$ cat src/rtl/commit_trace_buffer.sv
// Multi-channel architectural event tracer: per-channel holding registers feed a
// fixed-priority arbiter into a timestamped first-word-fall-through FIFO.
module commit_trace_buffer #(
    parameter int unsigned XLEN  = 32,
    parameter int unsigned DEPTH = 16,
    parameter int unsigned NCH   = 2,
    parameter int unsigned TS_W  = 32,
    localparam int unsigned CW   = (NCH > 1) ? $clog2(NCH) : 1,
    localparam int unsigned LW   = $clog2(DEPTH) + 1
) (
    input  logic                clk,
    input  logic                rst,
    input  logic                en,
    input  logic [NCH-1:0]      ch_valid,
    input  logic [NCH*XLEN-1:0] ch_addr,
    input  logic [NCH*XLEN-1:0] ch_data,
    output logic                trc_valid,
    input  logic                trc_ready,
    output logic [CW-1:0]       trc_ch,
    output logic [XLEN-1:0]     trc_addr,
    output logic [XLEN-1:0]     trc_data,
    output logic [TS_W-1:0]     trc_ts,
    output logic [LW-1:0]       level,
    output logic                full,
    output logic                empty,
    output logic [15:0]         ovf_cnt
);
    localparam int unsigned AW    = $clog2(DEPTH);
    localparam int unsigned OVF_W = 16;

    logic [TS_W-1:0]  ts_q, ts_d;
    logic [NCH-1:0]   occ_q, occ_d;
    logic [XLEN-1:0]  haddr_q [NCH];
    logic [XLEN-1:0]  haddr_d [NCH];
    logic [XLEN-1:0]  hdata_q [NCH];
    logic [XLEN-1:0]  hdata_d [NCH];
    logic [TS_W-1:0]  hts_q   [NCH];
    logic [TS_W-1:0]  hts_d   [NCH];

    logic [CW-1:0]    mem_ch_q   [DEPTH];
    logic [XLEN-1:0]  mem_addr_q [DEPTH];
    logic [XLEN-1:0]  mem_data_q [DEPTH];
    logic [TS_W-1:0]  mem_ts_q   [DEPTH];

    logic [AW-1:0]    wr_ptr_q, wr_ptr_d;
    logic [AW-1:0]    rd_ptr_q, rd_ptr_d;
    logic [LW-1:0]    cnt_q, cnt_d;
    logic             full_q, full_d;
    logic             empty_q, empty_d;
    logic [OVF_W-1:0] ovf_q, ovf_d;

    logic             vld_q, vld_d;
    logic [CW-1:0]    out_ch_q, out_ch_d;
    logic [XLEN-1:0]  out_addr_q, out_addr_d;
    logic [XLEN-1:0]  out_data_q, out_data_d;
    logic [TS_W-1:0]  out_ts_q, out_ts_d;

    logic             push_req_c, push_c, pop_c;
    logic [CW-1:0]    push_ch_c;
    logic [XLEN-1:0]  push_addr_c, push_data_c;
    logic [TS_W-1:0]  push_ts_c;
    logic [31:0]      drops_c, ovf_sum_c;

    // Fixed priority: the lowest-index occupied holding register wins the push slot.
    always_comb begin
        push_req_c  = 1'b0;
        push_ch_c   = '0;
        push_addr_c = '0;
        push_data_c = '0;
        push_ts_c   = '0;
        for (int i = int'(NCH) - 1; i >= 0; i--) begin
            if (occ_q[i]) begin
                push_req_c  = 1'b1;
                push_ch_c   = CW'(i);
                push_addr_c = haddr_q[i];
                push_data_c = hdata_q[i];
                push_ts_c   = hts_q[i];
            end
        end
        pop_c  = vld_q & trc_ready;
        push_c = push_req_c & (~full_q | pop_c);
    end

    // Capture into holding registers; a slot freed by this cycle's push may reload.
    always_comb begin
        ts_d    = en ? ts_q + TS_W'(1) : ts_q;
        occ_d   = occ_q;
        drops_c = '0;
        for (int i = 0; i < int'(NCH); i++) begin
            haddr_d[i] = haddr_q[i];
            hdata_d[i] = hdata_q[i];
            hts_d[i]   = hts_q[i];
            if (push_c && (push_ch_c == CW'(i))) begin
                occ_d[i] = 1'b0;
            end
            if (en && ch_valid[i]) begin
                if (!occ_q[i] || (push_c && (push_ch_c == CW'(i)))) begin
                    occ_d[i]   = 1'b1;
                    haddr_d[i] = ch_addr[i*XLEN +: XLEN];
                    hdata_d[i] = ch_data[i*XLEN +: XLEN];
                    hts_d[i]   = ts_q;
                end else begin
                    drops_c = drops_c + 32'd1;
                end
            end
        end
        ovf_sum_c = 32'(ovf_q) + drops_c;
        ovf_d     = (ovf_sum_c > 32'h0000_FFFF) ? 16'hFFFF : OVF_W'(ovf_sum_c);
    end

    // FIFO bookkeeping and next head; the head is registered so trc_* are flop outputs.
    always_comb begin
        wr_ptr_d = push_c ? wr_ptr_q + AW'(1) : wr_ptr_q;
        rd_ptr_d = pop_c ? rd_ptr_q + AW'(1) : rd_ptr_q;
        cnt_d    = cnt_q;
        if (push_c && !pop_c) begin
            cnt_d = cnt_q + LW'(1);
        end else if (!push_c && pop_c) begin
            cnt_d = cnt_q - LW'(1);
        end
        full_d     = (cnt_d == LW'(DEPTH));
        empty_d    = (cnt_d == '0);
        vld_d      = ~empty_d;
        out_ch_d   = out_ch_q;
        out_addr_d = out_addr_q;
        out_data_d = out_data_q;
        out_ts_d   = out_ts_q;
        if (push_c && (wr_ptr_q == rd_ptr_d)) begin
            out_ch_d   = push_ch_c;
            out_addr_d = push_addr_c;
            out_data_d = push_data_c;
            out_ts_d   = push_ts_c;
        end else if (!empty_d) begin
            out_ch_d   = mem_ch_q[rd_ptr_d];
            out_addr_d = mem_addr_q[rd_ptr_d];
            out_data_d = mem_data_q[rd_ptr_d];
            out_ts_d   = mem_ts_q[rd_ptr_d];
        end
    end

    // Storage array carries no reset; pointers and count define validity.
    always_ff @(posedge clk) begin
        if (push_c) begin
            mem_ch_q[wr_ptr_q]   <= push_ch_c;
            mem_addr_q[wr_ptr_q] <= push_addr_c;
            mem_data_q[wr_ptr_q] <= push_data_c;
            mem_ts_q[wr_ptr_q]   <= push_ts_c;
        end
    end

    always_ff @(posedge clk) begin
        if (rst) begin
            ts_q       <= '0;
            occ_q      <= '0;
            for (int i = 0; i < int'(NCH); i++) begin
                haddr_q[i] <= '0;
                hdata_q[i] <= '0;
                hts_q[i]   <= '0;
            end
            wr_ptr_q   <= '0;
            rd_ptr_q   <= '0;
            cnt_q      <= '0;
            full_q     <= 1'b0;
            empty_q    <= 1'b1;
            ovf_q      <= '0;
            vld_q      <= 1'b0;
            out_ch_q   <= '0;
            out_addr_q <= '0;
            out_data_q <= '0;
            out_ts_q   <= '0;
        end else begin
            ts_q       <= ts_d;
            occ_q      <= occ_d;
            for (int i = 0; i < int'(NCH); i++) begin
                haddr_q[i] <= haddr_d[i];
                hdata_q[i] <= hdata_d[i];
                hts_q[i]   <= hts_d[i];
            end
            wr_ptr_q   <= wr_ptr_d;
            rd_ptr_q   <= rd_ptr_d;
            cnt_q      <= cnt_d;
            full_q     <= full_d;
            empty_q    <= empty_d;
            ovf_q      <= ovf_d;
            vld_q      <= vld_d;
            out_ch_q   <= out_ch_d;
            out_addr_q <= out_addr_d;
            out_data_q <= out_data_d;
            out_ts_q   <= out_ts_d;
        end
    end

    assign trc_valid = vld_q;
    assign trc_ch    = out_ch_q;
    assign trc_addr  = out_addr_q;
    assign trc_data  = out_data_q;
    assign trc_ts    = out_ts_q;
    assign level     = cnt_q;
    assign full      = full_q;
    assign empty     = empty_q;
    assign ovf_cnt   = ovf_q;

endmodule

$ cat config.mk
export PLATFORM = sky130hd
export DESIGN_NAME = commit_trace_buffer
export DESIGN_NICKNAME = d
export VERILOG_FILES = /design/src/rtl/commit_trace_buffer.sv
export SDC_FILE = /design/constraint.sdc
export NUM_CORES = 2
export LEC_CHECK = 0
export BUFFER_PORTS_ARGS = -buffer_cell sky130_fd_sc_hd__buf_2
export CAP_MARGIN = 10
export CORE_MARGIN = 3
export CORE_UTILIZATION = 56
export CTS_CLUSTER_DIAMETER = 30
export DETAILED_ROUTE_END_ITERATION = 8
export GPL_ROUTABILITY_DRIVEN = 0
export PLACE_DENSITY_LB_ADDON = 0.05
export SLEW_MARGIN = 25
export SYNTH_ARGS = -nofsm -noshare
export SYNTH_HDL_FRONTEND = slang
export SYNTH_SLANG_ARGS = --single-unit
export TNS_END_PERCENT = 1
$ cat constraint.sdc
create_clock -name clk -period 8.5 [get_ports clk]
set_input_delay 0 -clock clk [delete_from_list [all_inputs] [get_ports clk]]
set_output_delay 0 -clock clk [all_outputs]
set_load 0.02 [all_outputs]
==> results.sh <==
export IMPL_synth_edf_count=1552
export IMPL_synth_adder_area_share_pct=0.212
export IMPL_dpl_cell_area_um2=78400
export IMPL_setup_violations=0
export IMPL_dr_pass1_iters=6
export IMPL_fp_dieH_um=370
export IMPL_drcViolationCount=0
export IMPL_syn_inst=4847
export IMPL_die_area_um2=137000
export IMPL_grt_pass1_wl_um=323000
export IMPL_yosysTopAreaCell="edfxtp_1"
export IMPL_synth_top_area_share_pct=62.7
export IMPL_relSlewSlack_pct=27.8
export IMPL_rsz0062_at_grt="false"
export IMPL_fin_hold_ws_ps=112
export IMPL_layout_nets=5787
export IMPL_drt_iter0_markers=5478
export IMPL_initial_core_util_pct=56.5
export IMPL_die_w_um=370
export IMPL_ant_nets=0
export IMPL_syn_nets=4993
export IMPL_post_route_util_pct=71.8
export IMPL_synth_compound_area_share_pct=8.33
export IMPL_io_buffer_count=254
export IMPL_drive_gt1_share_pct=23.4
export IMPL_pre_cts_ws_ps=3870
export IMPL_fin_area_um2=94500
export IMPL_area_growth_pct=27.0
export IMPL_clk_pin_slew_ps=50
export IMPL_grt_pass1_vias=49500
export IMPL_synth_xor_area_share_pct=0.666
export IMPL_grt_max_degree=104
export IMPL_cp_start_kind="flip-flop"
export IMPL_h_tree_depth=5
export IMPL_synthDistinctLibCells=64
export IMPL_antenna_found_initial=7
export IMPL_postCtsSetupBuffers=0
export IMPL_viasPerCell=6.27
export IMPL_dp_hpwl_um=110000
export IMPL_yosysMostFrequentCell="edfxtp_1"
export IMPL_min_period_ps=4740
export IMPL_synth_flop_cell="edfxtp_1"
export IMPL_fp_coreArea_um2=132000
export IMPL_status="finished clean"
export IMPL_crit_required_ps=9010
export IMPL_slew_violations=0
export IMPL_rows=133
export IMPL_syn_cell_area_um2=74400
export IMPL_synthArstFlopShare_pct=0
export IMPL_synth_mux_area_share_pct=10.5
export IMPL_totalWireLength_um=218000
export IMPL_crit_fanout=47
export IMPL_grt_ovfl_total=0
export IMPL_clockBufferDepth=4
export IMPL_yosysSeqAreaShare_pct=72.2
export IMPL_cap_violations=0
export IMPL_power_leakage_uw=0.0319
export IMPL_cts_root_buf="clkbuf_16"
export IMPL_synth_top_family_by_area="multiplexers"
export IMPL_ios=255
export IMPL_synth_commonest_cells="edfxtp_1 (1552), nand2_1 (780), dfxtp_1 (355)"
export IMPL_hp_class="in -> reg"
export IMPL_wl_per_cell_um=28.4
export IMPL_power_total_uw=30100
export IMPL_syn_area_per_cell_um2=15.3
export IMPL_cellPowerDensity_nw_per_um2=319
export IMPL_synth_warning_count=0
export IMPL_cts_buffers=380
export IMPL_cts_sinks=1907
export IMPL_skew_ps=50.7
export IMPL_peakVddDrop_uv=349
export IMPL_track_usage_pct=32.1
export IMPL_vias=48300
export IMPL_hold_viol=0
export IMPL_clk_insertion_delay_late_ps=900
export IMPL_cts_tree="built"
export IMPL_yosys_area_share_simple_pct=6.15
export IMPL_synth_area_leaders="edfxtp_1 (63%), dfxtp_1 (9.6%), mux4_2 (8.0%), nand2_1 (3.9%), mux2i_1 (2.4%)"
export IMPL_fmax_mhz=211
export IMPL_crit_type="reg -> reg"
export IMPL_arrival_ps=5250
export IMPL_fin_ws_ps=3760
export IMPL_ys_seq_elements=1907
export IMPL_tightest_slew_ps=1080
export IMPL_post_cts_resized=0
export IMPL_crit_path_end_kind="flip-flop"
export IMPL_fin_crit_sh_pct=55.8
stage by stage:
step | TNS (ps) | cells
2_1_floorplan | -110420 | 4847
3_3_place_gp | 0 | 6692
3_5_place_dp | 0 | 6697
4_1_cts | 0 | 7699
5_1_grt | 0 | 7700
6_report | 0 | 7702
final cells by class:
type,count,area [µm²]
fillers,8218,37200
clock buffers,456,10300
well taps,1755,2200
multi-input cells,2588,19600
inverters,20,75.1
flip-flops and latches,1907,53700
repair buffers,744,6020
diodes,2,5.00
clock inverters,230,2580
critical path, cell delays in order, from the launching register on:
cell and delay [ps]:
dfxtp_1 630, and2_2 220, buf_4 600, nor2_1 90
buf_4 190, nor2_1 500, nand2_1 360, nor2_4 790
buf_4 900
final timing paths:
kind | startpoint | to | slack (ps) | cells after the start
setup reg to reg | trc_valid | mem_ts_q[9][16] | 3760 | 8
setup / recovery | trc_valid | mem_ts_q[9][16] | 3760 | 8
hold / removal | ch_data[28] | hdata_q[0][28] | 110 | 4
hold reg to reg | hts_q[0][0] | hts_q[0][0] | 450 | 2
sequential cells by signal (all words and copies together), names as in the netlist, 16 cells and up:
name	count
haddr_q	64
hdata_q	64
hts_q	64
mem_addr_q	512
mem_ch_q	16
mem_data_q	512
mem_ts_q	512
ovf_cnt	16
trc_addr	32
trc_data	32
trc_ts	32
ts_q	32
placed cells by master (no fill, tap or decap), drive strengths merged, types with 157 or more instances in the layout:
cell type,instances
o21ai,220
buf,428
dfxtp,355
nand2,780
clkbuf,456
mux4,265
edfxtp,1552
mux2i,179
nor2,157
dlygate4sd3,316
a21oi,285
where the power goes:
part           internal [µW]  switching [µW]  total (µW)  leakage, µW
Clock                   9940            4830       14800      0.00619
Sequential             10400             298       10700       0.0168
Combinational           1940            2750        4690      0.00896
cells by family after synthesis:
| group | count (synthesis) |
|---|---|
| AO/OA/AOI/OAI | 971 |
| flip-flops | 1907 |
| AND/OR/NAND/NOR | 1106 |
| buffers and inverters | 352 |
| adder cells (fa/ha/maj) | 12 |
| multiplexers | 445 |
| XOR/XNOR | 54 |
routing by layer:
metal	wire length, µm	up-vias	track usage (%)
li1	-	20600	-
met1	88300	24700	44.7
met5	21	-	0
met3	19500	408	6.36
met4	6250	4	11.1
met2	104000	2571	51.0
repair_timing:
| item | CTS | global route |
|---|---|---|
| endpoints found under the hold margin | 234 | 0 |
| setup endpoints to repair | 0 | 0 |
| hold buffers | 316 | 0 |
No activity file was read; power rests on OpenSTA's default activity.
